$ cat config.mk
export PLATFORM = sky130hd
export DESIGN_NAME = var_delay_line
export DESIGN_NICKNAME = d
export VERILOG_FILES = /design/src/rtl/var_delay_line_pkg.sv /design/src/rtl/var_delay_ram.sv /design/src/rtl/var_delay_line.sv
export SDC_FILE = /design/constraint.sdc
export NUM_CORES = 1
export LEC_CHECK = 0
export BUFFER_PORTS_ARGS = -buffer_cell sky130_fd_sc_hd__buf_2
export CAP_MARGIN = 5
export CORE_UTILIZATION = 45
export CTS_BUF_LIST = sky130_fd_sc_hd__clkbuf_4 sky130_fd_sc_hd__clkbuf_8
export DETAILED_ROUTE_END_ITERATION = 8
export PLACE_DENSITY = 0.65
export SLEW_MARGIN = 20
export SYNTH_ARGS = -nofsm -noshare
export SYNTH_HDL_FRONTEND = slang
export SYNTH_SLANG_ARGS = --single-unit
$ cat constraint.sdc
create_clock -name CLK_I -period 7.74 [get_ports CLK_I]
set_clock_uncertainty 0.05 [all_clocks]
set_input_delay 0.387 -clock CLK_I [delete_from_list [all_inputs] [get_ports CLK_I]]
set_output_delay 0.387 -clock CLK_I [all_outputs]
set_load 0.05 [all_outputs]
$ cat src/rtl/var_delay_line_pkg.sv
// var_delay_line_pkg: shared types and helpers for the variable delay line.
// Holds the fill/run state enum, the delay-field width derivation and clamp.
package var_delay_line_pkg;

    typedef enum logic {
        FILL = 1'b0,
        RUN  = 1'b1
    } state_t;

    // Width needed to hold a delay value in the range 0..max_len.
    function automatic int unsigned dw_of(input int unsigned max_len);
        return $clog2(max_len + 1);
    endfunction

    // A zero request means "minimum delay"; oversize requests saturate.
    function automatic int unsigned clamp_dly(
        input int unsigned req,
        input int unsigned max_len
    );
        if (req == 0) begin
            return 1;
        end
        if (req > max_len) begin
            return max_len;
        end
        return req;
    endfunction

endpackage

$ cat src/rtl/var_delay_ram.sv
// var_delay_ram: DEPTH x WIDTH circular sample store, sync write, async read.
// Ports: i_clk, i_we, i_waddr, i_wdata (write side); i_raddr -> o_rdata (read).
module var_delay_ram #(
    parameter int WIDTH = 8,
    parameter int DEPTH = 16,
    localparam int AW   = (DEPTH > 1) ? $clog2(DEPTH) : 1
) (
    input  logic             i_clk,
    input  logic             i_we,
    input  logic [AW-1:0]    i_waddr,
    input  logic [WIDTH-1:0] i_wdata,
    input  logic [AW-1:0]    i_raddr,
    output logic [WIDTH-1:0] o_rdata
);

    logic [WIDTH-1:0] r_mem [DEPTH];

    always_ff @(posedge i_clk) begin
        if (i_we) begin
            r_mem[i_waddr] <= i_wdata;
        end
    end

    assign o_rdata = r_mem[i_raddr];

endmodule

$ cat src/rtl/var_delay_line.sv
// var_delay_line: run-time programmable 1..MAX_LEN cycle delay with valid tags.
// Ports: CLK_I, RSTN_I (async low); IN_I/IN_VLD_I sample in; DLY_I/DLY_LD_I
// delay load; OUT_O/OUT_VLD_O delayed sample; CUR_DLY_O delay; BUSY_O refill.
module var_delay_line
    import var_delay_line_pkg::*;
#(
    parameter int  WIDTH    = 8,
    parameter int  MAX_LEN  = 16,
    parameter int  INIT_LEN = 3,
    localparam int DW       = dw_of(MAX_LEN)
) (
    input  logic             CLK_I,
    input  logic             RSTN_I,
    input  logic [WIDTH-1:0] IN_I,
    input  logic             IN_VLD_I,
    input  logic [DW-1:0]    DLY_I,
    input  logic             DLY_LD_I,
    output logic [WIDTH-1:0] OUT_O,
    output logic             OUT_VLD_O,
    output logic [DW-1:0]    CUR_DLY_O,
    output logic             BUSY_O
);

    localparam int AW = (MAX_LEN > 1) ? $clog2(MAX_LEN) : 1;

    logic [AW-1:0]      r_wp;
    logic [MAX_LEN-1:0] r_vld;
    logic [DW-1:0]      r_cur;
    logic [DW-1:0]      r_cnt;
    state_t             r_state;
    logic               r_busy;
    logic [WIDTH-1:0]   r_out;
    logic               r_out_vld;

    logic [AW-1:0]      w_wp_nxt;
    logic [DW-1:0]      w_dm1;
    logic [DW:0]        w_rp_sum;
    logic [DW:0]        w_rp_wrap;
    logic [AW-1:0]      w_rp;
    logic [WIDTH-1:0]   w_rdata;
    logic [WIDTH-1:0]   w_sel_data;
    logic               w_sel_vld;
    logic [DW-1:0]      w_new_dly;
    logic [DW-1:0]      w_cnt_nxt;

    var_delay_ram #(
        .WIDTH (WIDTH),
        .DEPTH (MAX_LEN)
    ) u_ram (
        .i_clk   (CLK_I),
        .i_we    (RSTN_I),
        .i_waddr (r_wp),
        .i_wdata (IN_I),
        .i_raddr (w_rp),
        .o_rdata (w_rdata)
    );

    assign w_wp_nxt = (r_wp == AW'(MAX_LEN - 1)) ? '0 : r_wp + AW'(1);

    // Read slot is (wp - (d-1)) mod MAX_LEN; biased by MAX_LEN so the
    // subtraction never underflows, then folded back with one compare.
    assign w_dm1     = r_cur - DW'(1);
    assign w_rp_sum  = (DW+1)'(r_wp) + (DW+1)'(MAX_LEN) - (DW+1)'(w_dm1);
    assign w_rp_wrap = (w_rp_sum >= (DW+1)'(MAX_LEN))
                     ? w_rp_sum - (DW+1)'(MAX_LEN)
                     : w_rp_sum;
    assign w_rp      = AW'(w_rp_wrap);

    assign w_new_dly = DW'(clamp_dly(32'(DLY_I), MAX_LEN));
    assign w_cnt_nxt = r_cnt + DW'(1);

    // A load edge always emits an invalid slot. Invalid slots carry zero
    // data so unwritten RAM words can never leak X onto OUT_O.
    always_comb begin
        w_sel_vld  = 1'b0;
        w_sel_data = '0;
        if (r_cur == DW'(1)) begin
            w_sel_vld  = IN_VLD_I;
            w_sel_data = IN_I;
        end else begin
            w_sel_vld  = r_vld[w_rp];
            w_sel_data = w_rdata;
        end
        if (DLY_LD_I) begin
            w_sel_vld = 1'b0;
        end
        if (!w_sel_vld) begin
            w_sel_data = '0;
        end
    end

    always_ff @(posedge CLK_I or negedge RSTN_I) begin
        if (!RSTN_I) begin
            r_wp      <= '0;
            r_vld     <= '0;
            r_cur     <= DW'(INIT_LEN);
            r_cnt     <= '0;
            r_state   <= FILL;
            r_busy    <= 1'b1;
            r_out     <= '0;
            r_out_vld <= 1'b0;
        end else begin
            r_wp      <= w_wp_nxt;
            r_out     <= w_sel_data;
            r_out_vld <= w_sel_vld;
            if (DLY_LD_I) begin
                // Flush stale tags; the sample written now is the first
                // one that belongs to the new delay.
                r_vld       <= '0;
                r_vld[r_wp] <= IN_VLD_I;
                r_cur       <= w_new_dly;
                r_cnt       <= '0;
                r_state     <= FILL;
                r_busy      <= 1'b1;
            end else begin
                r_vld[r_wp] <= IN_VLD_I;
                unique case (r_state)
                    FILL: begin
                        r_cnt <= w_cnt_nxt;
                        if (w_cnt_nxt >= w_dm1) begin
                            r_state <= RUN;
                            r_busy  <= 1'b0;
                        end
                    end
                    RUN: begin
                        r_state <= RUN;
                    end
                endcase
            end
        end
    end

    assign OUT_O     = r_out;
    assign OUT_VLD_O = r_out_vld;
    assign CUR_DLY_O = r_cur;
    assign BUSY_O    = r_busy;

endmodule
==> Word-level counts from Yosys, hierarchy flattened <==
Memory sizes are Yosys's and may differ from the RTL's.
Index checks and enable logic that the tools add are counted.
{ "word_totals": {"mem_count": 1, "ramBits": 128, "latchBits": 0, "out_inout_bits": 15, "ff_bits": 41, "word_cells": 59, "input_bits": 17, "rom_bits": 0} }
{ "op_classes": {"n_reduce_logical": 4, "mul": 0, "magnitude_cmp": 6, "add_sub_neg": 6, "bitwise": 2, "mux": 29, "div_mod_pow": 0, "shift": 0, "n_eq_ne": 3} }
{ "memory_table": {"columns": ["memory", "words", "width", "read_ports", "rd_clocked_by_memory_dff", "write_ports", "line", "source"], "rows": [
  ["u_ram.r_mem", 16, 8, 1, 0, 1, "var_delay_ram.sv:16", "logic [WIDTH-1:0] r_mem [DEPTH];"]
]} }
{ "ops": {"columns": ["op", "count"], "rows": [
  ["5-bit two-way mux", 5],
  ["16-bit bitwise AND", 1],
  ["16-bit bitwise mux", 1],
  ["16-bit two-way mux", 1],
  ["8-bit two-way mux", 2],
  ["1-bit two-way mux", 15],
  ["4-bit by 5-bit less-than comparator with 1-bit output (second input constant)", 2],
  ["4-bit two-way mux", 2],
  ["4-bit by 5-bit adder with 6-bit output (second input constant)", 1],
  ["6-bit by 5-bit greater-or-equal comparator with 1-bit output (second input constant)", 1],
  ["6-bit by 5-bit subtractor with 6-bit output", 1],
  ["5-bit by 1-bit adder with 5-bit output (second input constant)", 1],
  ["5-bit by 1-bit == test with 1-bit output (second input constant)", 1],
  ["5-bit greater-or-equal comparator", 1],
  ["5-bit > comparator (second input constant)", 1],
  ["5-bit logical NOT", 1],
  ["5-bit by 1-bit subtractor with 5-bit output (second input constant)", 1],
  ["4-bit by 1-bit adder with 4-bit output (second input constant)", 1],
  ["1-bit binary-select mux with 4-bit select", 1],
  ["1-bit demux with 4-bit select", 1],
  ["4-bit == test (second input constant)", 1],
  ["4-bit by 1-bit greater-or-equal comparator with 1-bit output (second input constant)", 1],
  ["4-bit by 1-bit subtractor with 4-bit output (second input constant)", 1],
  ["2-bit != test (second input constant)", 1],
  ["other kinds (5)", 5]
]} }

==> Longest topological paths before layout <==
Gate-level depths: netlist (run 1).
{ "depth": {"word_depth": 9, "depth_mapped": 13, "ltp_nobuf": 11} }

==> By module <==
From an unflattened synthesis (run 1), not the netlist that was laid out.
{ "unflattened": {"hier_cells": 432, "hier_area_um2": 7213.2} }
{ "modules_own_cells": {"columns": ["mod", "cells_each", "n_inst", "seq_area_each_um2", "area_per_inst_um2"], "rows": [
  ["var_delay_ram", 221, 1, 3843.7, 4987.3],
  ["var_delay_line", 211, 1, 1029.7, 2225.9]
]} }

==> Worst setup path before layout (run 1) <==
OpenSTA, ideal clock, no wires.
{ "synth_timing": {"path_type": "reg-to-reg", "start": "register r_cur[0], in the netlist CUR_DLY_O[0]", "end": "register r_out[6], in the netlist OUT_O[6]", "stages_incl_launch_ff": 12, "period_less_slack_ps": 3206, "required_ps": 7570, "t_arrival_ps": 3035, "n_path_buf": 2, "setup_ps": 120, "slack_ps": 4534, "cell_sequence": "dfstp_2 > inv_1 > ha_1 > inv_1 > fa_1 > clkbuf_1 > clkbuf_1 > mux4_2 > mux2i_1 > a22oi_1 > o21ai_0 > nor2_1"} }
{ "synth_via": {"elab_chain_cells": 9, "elab_cells_between_ends": 13, "classes_between": "add/sub: 3; order compare: 1; eq/ne: 1; mux: 7; memory: 1"} }
{ "synth_rtl": {"columns": ["item", "line", "source"], "rows": [
  ["from (decl)", "var_delay_line.sv:28", "logic [DW-1:0] r_cur;"],
  ["from (signal assigned)", "var_delay_line.sv:96", "r_cur <= DW'(INIT_LEN);"],
  ["from (signal assigned)", "var_delay_line.sv:111", "r_cur <= w_new_dly;"],
  ["5-bit by 1-bit subtractor with 5-bit output", "var_delay_line.sv:62", "assign w_dm1 = r_cur - DW'(1);"],
  ["6-bit by 5-bit subtractor with 6-bit output", "var_delay_line.sv:63", "assign w_rp_sum = (DW+1)'(r_wp) + (DW+1)'(MAX_LEN) - (DW+1)'(w_dm1);"],
  ["6-bit by 5-bit greater-or-equal comparator with 1-bit output / 4-bit by 1-bit subtractor with 4-bit output (equally long branches)", "var_delay_line.sv:64, var_delay_line.sv:65", null],
  ["4-bit two-way mux", "var_delay_line.sv:65", "? w_rp_sum - (DW+1)'(MAX_LEN)"],
  ["1-bit binary-select mux with 4-bit select", "var_delay_line.sv:81", "w_sel_vld = r_vld[w_rp];"],
  ["1-bit two-way mux (not written as such)", "var_delay_line.sv:81", null],
  ["1-bit two-way mux", "var_delay_line.sv:77", "if (r_cur == DW'(1)) begin"],
  ["1-bit two-way mux", "var_delay_line.sv:84", "if (DLY_LD_I) begin"],
  ["8-bit two-way mux *", "var_delay_line.sv:87", "if (!w_sel_vld) begin"],
  ["named net w_sel_data[6]", "var_delay_line.sv:41", "logic [WIDTH-1:0] w_sel_data;"],
  ["to (signal assigned)", "var_delay_line.sv:104", "r_out <= w_sel_data;"],
  ["to (decl)", "var_delay_line.sv:32", "logic [WIDTH-1:0] r_out;"]
]} }
Mark *: on every way through the listed nets, which the timed path passes. The rest lies on a longest branch. The select of a mux whose other input is x is not followed.
A chain may end at the register's enable or synchronous reset.

==> Final worst setup path (run 1) <==
{ "layout_timing": {"start": "register r_cur[0], in the netlist CUR_DLY_O[0]", "end": "register r_out[2], in the netlist OUT_O[2]"} }
The elaborated chain is that of the path after synthesis.

==> results of run 1 <==
[per-layer routing]
layer | vias to the layer above | global-route usage, % | wire length, um
met4 | 0 | 6.30 | 218
met5 | - | 0 | 0
met1 | 1955 | 24.6 | 6170
li1 | 1750 | - | -
met3 | 14 | 3.91 | 657
met2 | 79 | 30.5 | 6970
[stage by stage]
stage / cell area [sq um] / instances / power [W] / util (%) / setup slack (ns)
3_3_place_gp: 7540 / 671 / 0.00133 / 48.9 / 4.13
2_1_floorplan: 7200 / 451 / 0.00127 / - / 4.53
6_report: 7960 / 704 / 0.00195 / 51.6 / 4.13
4_1_cts: 7950 / 704 / 0.00197 / 51.6 / 3.96
3_5_place_dp: 7540 / 671 / 0.00134 / 48.9 / 3.97
5_1_grt: 7960 / 704 / 0.00203 / 51.6 / 3.91
[sequential cells by signal, indices dropped and copies added (netlist names)]
name	cells
BUSY_O	1
CUR_DLY_O	5
OUT_O	8
OUT_VLD_O	1
r_cnt	5
r_state	1
r_vld	16
r_wp	4
u_ram.r_mem	128
[power groups by stage]
stage          clock network (W)  logic (W)  registers [W]
3_5_place_dp                   0   0.000307        0.00103
3_3_place_gp                   0   0.000300        0.00103
2_1_floorplan                  0   0.000215        0.00105
4_1_cts                 0.000647   0.000308        0.00101
5_1_grt                 0.000678   0.000333        0.00102
6_report                0.000636   0.000303        0.00101
[area by class of cell]
type	count	area, sq um	share of cell area [%]
inverter	9	33.8	0.425
tap	211	264	3.32
clock buffer	18	241	3.04
multi-input combinational	244	2160	27.2
clock inverter	14	160	2.01
sequential	169	4870	61.3
timing repair buffer	39	218	2.74
[layout by cell type (no fill, tap or decap), types with 14 or more instances in the layout]
master / count
buf_2: 31
ha_1: 14
nand3_1: 19
nand3b_1: 17
edfxtp_1: 128
nand2_1: 42
mux2i_1: 21
clkbuf_8: 17
nor2_1: 27
dfrtp_1: 38
o21ai_0: 16
mux4_2: 36
[worst max path at each step]
stage	from	to	slack (ns)	cells past startpoint
finish	CUR_DLY_O[0]	OUT_O[2]	4.13	11
detailed placement	CUR_DLY_O[0]	OUT_O[6]	3.97	11
global placement	CUR_DLY_O[0]	OUT_O[7]	4.13	11
CTS	CUR_DLY_O[0]	OUT_O[4]	3.96	11
floorplan	CUR_DLY_O[0]	OUT_O[6]	4.53	11
global route	CUR_DLY_O[0]	OUT_VLD_O	3.91	11
[what timing repair did]
item | in CTS | in global routing
endpoints found under the hold margin | 38 | 0
endpoints found under the setup margin | 0 | 0
hold buffers | 1 | 0
[cells by family (layout without fill, tap and decap cells)]
logic type / count (synthesis) / count (layout) / share of synthesized area, %
and+or+nand+nor: 124 / 124 / 8.31
buffers and inverters: 38 / 80 / 2.28
xor gates and xnor gates: 12 / 12 / 1.67
muxes: 58 / 58 / 14.3
AOI/OAI and AO/OA: 34 / 34 / 2.82
DFF: 169 / 169 / 67.7
adders and majority gates: 16 / 16 / 2.89
==> impl_metrics.tcl, run 1 <==
set metrics [dict create \
    diodes 0 \
    ctsResizeCount 0 \
    h-tree-depth 4 \
    crit_buf_inv 3 \
    worst-r2r-cell-count 11 \
    top_level_ports 32 \
    grt_util_all_layers_pct 18.5 \
    fin_tns_setup_ns 0 \
    hold_viol 0 \
    switching_share_pct 27.0 \
    required_ns 8.00 \
    net-switching-power_w 0.000528 \
    fmax_mhz 277 \
    port_buffers 31 \
    routed_wl_um 14000 \
    ir_worst_vdd_mv 0.249 \
    hp-class "input port to flip-flop" \
    holdPathEnd "CUR_DLY_O[3]" \
    clkSinkCount 169 \
    status "complete, no violations" \
    relSlewSlack_pct 37.0 \
    synth_area_leader_cell "edfxtp_1" \
    drive_gt1_share_pct 22.5 \
    critPathArrivalTime_ns 3.87 \
    setup_viol 0 \
    yosys-top-cells-count "edfxtp_1, nand2_1, dfrtp_1, mux4_2, nor2_1" \
    worstSetupPathType "flip-flop to flip-flop" \
    rrSetupSlack_ns 4.13 \
    ctsRootBufferMaster "clkbuf_8" \
    synth-edff-count 128 \
    synthTopCellsByArea "edfxtp_1, dfrtp_1, mux4_2" \
    p_comb_share_pct 15.5 \
    die_x_um 128 \
    area_delta_synth_final_pct 10.5 \
    syn_area_sq_mm 0.00720 \
    finalCritPeriodShare_pct 46.6 \
    grt_antenna_before_repair 0 \
    clockPowerShare_pct 32.6 \
    wl_per_cell_um 19.9 \
    via_per_inst 5.39 \
    post_cts_buffers 0 \
    slew_violations 0 \
    syn_nets 484 \
    power_density_mw_per_mm2 245 \
    rsz0062_at_grt "no" \
    yosysTopAreaCellShare_pct 53.4 \
    grt-ovfl-total 0 \
    dr_total_vias 3798 \
    max-cap-violations 0 \
    cp-start-kind "flip-flop" \
    synth_seq_cells 169 \
    ant_nets 0 \
    yosysMostFrequentCell "edfxtp_1" \
    avgSynthCellArea_sq_um 16.0 \
    crit_path_end_kind "flip-flop" \
    worstHoldStart "DLY_I[4]" \
    grt_max_degree 46 \
    fill_cells 1278 \
    gp_congestion 0.739 \
    leakage_nw 2.99 \
    holdPathStages 2 \
    drt_iter0_drc 361 \
    pwr-share-seq_pct 51.9 \
    async_reset_ff_share_pct 24.3 \
    rows 45 \
    holdWs_ns 0.108 \
    r2r_end "OUT_O[2]" \
    dpl.hpwl_um 8890 \
    clk_path_buf_depth 2 \
    start_util_pct 46.7 \
    cp_slowest_cell "dfstp_2" \
    fin_crit_ns 3.61 \
    cp_top_family "multiplexers" \
    numCtsBuffers 17 \
    clk_pin_slew_ns 0.08 \
    cpPeakStageDelay_ns 0.57 \
    clk_latency_ns 0.45 \
    grt_pass1_wl_um 22100 \
    yosysWarnings 0 \
    coreArea_sq_mm 0.0154 \
    drc 0 \
    reg2reg_from "CUR_DLY_O[0]" \
    die_area_sq_mm 0.0165 \
    synth.distinct_cells 32 \
    grt_pass1_vias 3985 \
    ys.flop_type "edfxtp_1" \
    first_pass_iters 4 \
    finalNetCount 513 \
    cts_tree "done" \
    die_height_um 128 \
    internal_power_w 0.00142 \
    path_cells "inv_1 > ha_1 > inv_1 > fa_1 > buf_4 > mux4_2 > mux2i_1 > mux2i_1 > mux2i_1 > or2_0 > nor2_1" \
    worst_pin_slew_ns 0.941 \
    synth_cells 451 \
    yosysSeqAreaShare_pct 67.7 \
    crit_fanout 36 \
    worst_path_most_repeated_cell "mux2i_1" \
]
Power figures use the tool's default switching activity.
==> run 2: changes to the inputs <==
Settings changed: PLACE_DENSITY 0.65 to 0.68.
Clock period 7.74 ns to 3.3 ns, I/O delays scaled along.
==> run 2 against run 1 <==
Critical path type unchanged; fmax up 18%; utilization is 1.0 points higher; sequential share of layout area shrank 1.2 points; hold slack worse by 0.071 ns; critical endpoint is now OUT_O[6]; critical path depth is 1 higher; routed wire length grew 3.9%.
==> impl_metrics.tcl, run 2 (synthesized netlist as in run 1, its figures left out) <==
set metrics [dict create \
    via_per_inst 5.45 \
    slew_violations 0 \
    grt_max_degree 36 \
    hp-class "input port to flip-flop" \
    final_cell_mix "edfxtp_1, nand2_1, dfrtp_1, mux4_2, buf_2" \
    gp_congestion 0.751 \
    pwr-share-seq_pct 52.0 \
    clk_latency_ns 0.46 \
    fill_cells 1307 \
    crit_fanout 16 \
    critPathArrivalTime_ns 3.37 \
    grt-ovfl-total 0 \
    numCtsBuffers 17 \
    setup_viol 0 \
    first_pass_iters 5 \
    crit_path_end_kind "flip-flop" \
    clk_pin_slew_ns 0.10 \
    cp_top_family "flip-flops" \
    clk_path_buf_depth 2 \
    fmax_mhz 327 \
    final_common_cell "edfxtp_1" \
    largest_reg_flops 128 \
    worst_pin_slew_ns 0.939 \
    relSlewSlack_pct 37.2 \
    status "complete, no violations" \
    ctsRootBufferMaster "clkbuf_8" \
    ant_nets 0 \
    rrSetupSlack_ns 0.24 \
    area_delta_synth_final_pct 12.7 \
    required_ns 3.61 \
    hold_viol 0 \
    finalCritPeriodShare_pct 92.8 \
    ir_worst_vdd_mv 0.323 \
    drt_iter0_drc 244 \
    finalNetCount 530 \
    top_level_ports 32 \
    fin_tns_setup_ns 0 \
    dpl_cell_area_sq_mm 0.00766 \
    start_util_pct 46.7 \
    grt_pass1_vias 4148 \
    diodes 0 \
    h-tree-depth 4 \
    cpPeakStageDelay_ns 0.57 \
    power_density_mw_per_mm2 563 \
    rows 45 \
    cp-start-kind "flip-flop" \
    grt_util_all_layers_pct 19.2 \
    die_height_um 128 \
    dpl.hpwl_um 9380 \
    coreArea_sq_mm 0.0154 \
    cp_slowest_cell "dfstp_2" \
    routed_wl_um 14600 \
    p_comb_share_pct 16.1 \
    worstSetupPathType "flip-flop to flip-flop" \
    leakage_nw 3.08 \
    dr_total_vias 3932 \
    switching_share_pct 27.8 \
    fin_crit_ns 3.06 \
    clockPowerShare_pct 31.9 \
    rsz0062_at_grt "no" \
    clkSinkCount 169 \
    finish.utilization_pct 52.6 \
    die_area_sq_mm 0.0165 \
    port_buffers 31 \
    drive_gt1_share_pct 24.3 \
    multi_input_area_sq_mm 0.00216 \
    max-cap-violations 0 \
    die_x_um 128 \
    cts_tree "done" \
    net-switching-power_w 0.00127 \
    grt_antenna_before_repair 0 \
    internal_power_w 0.00329 \
    wl_per_cell_um 20.2 \
    crit_buf_inv 2 \
    design_area_sq_mm 0.00811 \
    path_cells "inv_1 > ha_1 > xnor2_1 > ha_1 > a21oi_1 > o21ai_0 > xor3_1 > buf_4 > mux2i_1 > a22oi_1 > o21ai_0 > nor2_1" \
    top_register "u_ram.r_mem" \
    grt_pass1_wl_um 22900 \
    drc 0 \
    seq_area_sq_mm 0.00487 \
]
run 2: metrics by stage:
stage          hold slack, ns  power (W)  setup slack [ns]  cells
2_1_floorplan          -0.181    0.00297            0.0944    451
3_3_place_gp         -0.00618    0.00314             0.238    683
3_5_place_dp          0.00146    0.00316             0.199    683
4_1_cts                0.0212    0.00460             0.188    721
5_1_grt                0.0186    0.00475            0.0369    721
6_report               0.0375    0.00456             0.237    721
run 2: path summary, 6_finish.rpt:
| path | startpoint | endpoint | depth (start not counted) |
|---|---|---|---|
| max | CUR_DLY_O[0] | OUT_O[6] | 12 |
| max reg2reg | CUR_DLY_O[0] | OUT_O[6] | 12 |
| min in group asynchronous | RSTN_I | OUT_O[4] | 2 |
| max in group asynchronous | RSTN_I | BUSY_O | 3 |
| min reg2reg | BUSY_O | BUSY_O | 2 |
| min | IN_I[1] | u_ram.r_mem[14][1] | 1 |
run 2: routing by layer:
| layer | share of wire, % | track usage [%] | vias up |
|---|---|---|---|
| met5 | 0 | 0 | - |
| met4 | 1.0 | 4.98 | 0 |
| met3 | 4.2 | 4.70 | 15 |
| met2 | 51 | 32.5 | 109 |
| met1 | 44 | 25.0 | 2021 |
| li1 | - | - | 1787 |
run 2: power by group through the flow:
stage | Clock, W | Combinational (W) | Sequential [W]
2_1_floorplan | 0 | 0.000505 | 0.00247
3_3_place_gp | 0 | 0.000723 | 0.00242
3_5_place_dp | 0 | 0.000734 | 0.00242
4_1_cts | 0.00148 | 0.000747 | 0.00237
5_1_grt | 0.00156 | 0.000805 | 0.00238
6_report | 0.00145 | 0.000736 | 0.00237
run 2: cell type report:
cell class | count | area share [%]
Tap cell | 211 | 3.26
Clock buffer | 18 | 2.98
Sequential cell | 169 | 60.1
Multi-Input combinational cell | 244 | 26.7
Timing Repair Buffer | 56 | 4.72
Clock inverter | 14 | 1.87
Inverter | 9 | 0.417
run 2: timing repair:
| action | 4_1_cts | 5_1_grt |
|---|---|---|
| hold endpoints to repair | 43 | 0 |
| gates resized for setup | 0 | 0 |
| hold buffers | 6 | 0 |
| buffers inserted | 0 | 0 |
==> run 3: changes to the inputs <==
Settings changed: PLACE_DENSITY 0.68 to 0.65.
Clock period 3.3 ns to 3.4 ns, I/O delays scaled along.
==> run 3 against run 2 <==
Sequential power is 3% lower; sequential share of layout area hardly changed; final cell count is 0.14% lower; first-iteration DRC count is 16% higher; combinational power is 2.7% lower; flip-flop and latch count stayed put; critical path type unchanged; largest power group unchanged; highest routed layer unchanged.
==> impl_metrics.tcl, run 3 (synthesized netlist as in run 1, its figures left out) <==
set metrics [dict create \
    grt_antenna_before_repair 0 \
    clk_path_buf_depth 2 \
    wl_per_cell_um 19.2 \
    worst-r2r-cell-count 11 \
    post_cts_buffers 0 \
    finalCritPeriodShare_pct 92.2 \
    fin_tns_setup_ns 0 \
    net-switching-power_w 0.00118 \
    via_per_inst 5.36 \
    finalNetCount 529 \
    ir_worst_vdd_mv 0.327 \
    die_x_um 128 \
    worstSetupPathType "flip-flop to flip-flop" \
    clkSinkCount 169 \
    diodes 0 \
    grt_util_all_layers_pct 18.4 \
    h-tree-depth 4 \
    drc 0 \
    dr_total_vias 3856 \
    clockPowerShare_pct 32.2 \
    ctsHoldBuffers 6 \
    routed_wl_um 13800 \
    final_common_cell "edfxtp_1" \
    hp-class "input port to flip-flop" \
    coreArea_sq_mm 0.0154 \
    dpl.hpwl_um 8950 \
    power_density_mw_per_mm2 550 \
    drive_gt1_share_pct 23.8 \
    reg2reg_from "CUR_DLY_O[0]" \
    relSlewSlack_pct 33.0 \
    hold_viol 0 \
    die_area_sq_mm 0.0165 \
    fin_crit_ns 3.14 \
    ctsRootBufferMaster "clkbuf_8" \
    worst_pin_slew_ns 1.00 \
    setup_viol 0 \
    startpoint "CUR_DLY_O[0]" \
    gp_congestion 0.795 \
    port_buffers 31 \
    final_cell_mix "edfxtp_1, nand2_1, dfrtp_1, mux4_2, buf_2" \
    grt-ovfl-total 0 \
    endpoint "OUT_O[0]" \
    fmax_mhz 319 \
    r2r_end "OUT_O[0]" \
    leakage_nw 3.08 \
    crit_fanout 8 \
    status "complete, no violations" \
    switching_share_pct 26.6 \
    rows 45 \
    top_level_ports 32 \
    cp-start-kind "flip-flop" \
    ctsResizeCount 0 \
    critPathArrivalTime_ns 3.44 \
    ant_nets 0 \
    dp_slack_ns 0.316 \
    fill_cells 1277 \
    numCtsBuffers 17 \
    area_delta_synth_final_pct 12.6 \
    cts_tree "done" \
    grt_max_degree 37 \
    start_util_pct 46.7 \
    worst_slack_ns 0.264 \
    clk_pin_slew_ns 0.09 \
    grt_pass1_vias 3960 \
    slew_violations 0 \
    clk_latency_ns 0.46 \
    largest_reg_flops 128 \
    grt_pass1_wl_um 21800 \
    drt_iter0_drc 284 \
    p_comb_share_pct 16.1 \
    required_ns 3.70 \
    max-cap-violations 0 \
    rsz0062_at_grt "no" \
    holdWs_ns 0.0306 \
    pwr-share-seq_pct 51.7 \
    crit_path_end_kind "flip-flop" \
    first_pass_iters 5 \
    die_height_um 128 \
    internal_power_w 0.00327 \
    top_register "u_ram.r_mem" \
    rrSetupSlack_ns 0.26 \
]
run 3: changes by cell type in the layout (fill, tap and decap cells not counted):
cell and change:
clkinvlp_4 -1, clkinv_4 +1, bufinv_16 +1, clkinv_1 +2, clkbuf_4 +2, inv_6 -2
buf_4 -1, inv_8 -3
run 3: through the flow:
stage               cells  util, %  area, sq um  total power [W]
floorplan             451        -         7200          0.00288
global placement      682     49.6         7650          0.00306
detailed placement    682     49.6         7650          0.00307
CTS                   720     52.5         8110          0.00449
global route          720     52.5         8110          0.00461
finish                720     52.5         8110          0.00445
run 3: worst min-delay path by stage:
stage                 start                 end  slack, ns  cells after the start
finish              IN_I[6]   u_ram.r_mem[9][6]       0.03                      1
floorplan            RSTN_I        CUR_DLY_O[2]      -0.18                      0
detailed placement   RSTN_I            OUT_O[7]     -0.003                      1
global route        IN_I[6]  u_ram.r_mem[11][6]       0.03                      1
CTS                 IN_I[6]   u_ram.r_mem[7][6]       0.02                      1
global placement     RSTN_I            OUT_O[7]     -0.004                      1
run 3: critical path: stages (launching register included):
cell,delay [ns]
dfstp_2,0.57
inv_1,0.09
ha_1,0.34
inv_1,0.07
fa_1,0.73
mux4_2,0.37
mux2i_1,0.14
mux2i_1,0.09
mux2i_1,0.13
or2_0,0.19
buf_4,0.19
nor2_1,0.05
run 3: final cells by class:
type                    count  area, sq um  area share (%)
repair buffers             55          375            4.63
flip-flops and latches    169         4870            60.1
inverters                   9         33.8           0.417
clock buffers              20          256            3.16
multi-input cells         244         2160            26.7
well taps                 211          264            3.26
clock inverters            12          139            1.71
run 3: power by group through the flow:
stage / Sequential [W] / Combinational, W / Clock [W]
final: 0.00230 / 0.000716 / 0.00143
after global routing: 0.00231 / 0.000787 / 0.00152
after CTS: 0.00231 / 0.000729 / 0.00146
after detailed placement: 0.00235 / 0.000721 / 0
after global placement: 0.00235 / 0.000712 / 0
after floorplan: 0.00239 / 0.000490 / 0
run 3: metal layers:
metal / vias up / wire length (um) / track usage [%]
met5: - / 0 / 0
met4: 0 / 135 / 5.95
met3: 11 / 602 / 3.91
met2: 92 / 7000 / 31.0
met1: 1969 / 6110 / 23.9
li1: 1784 / - / -
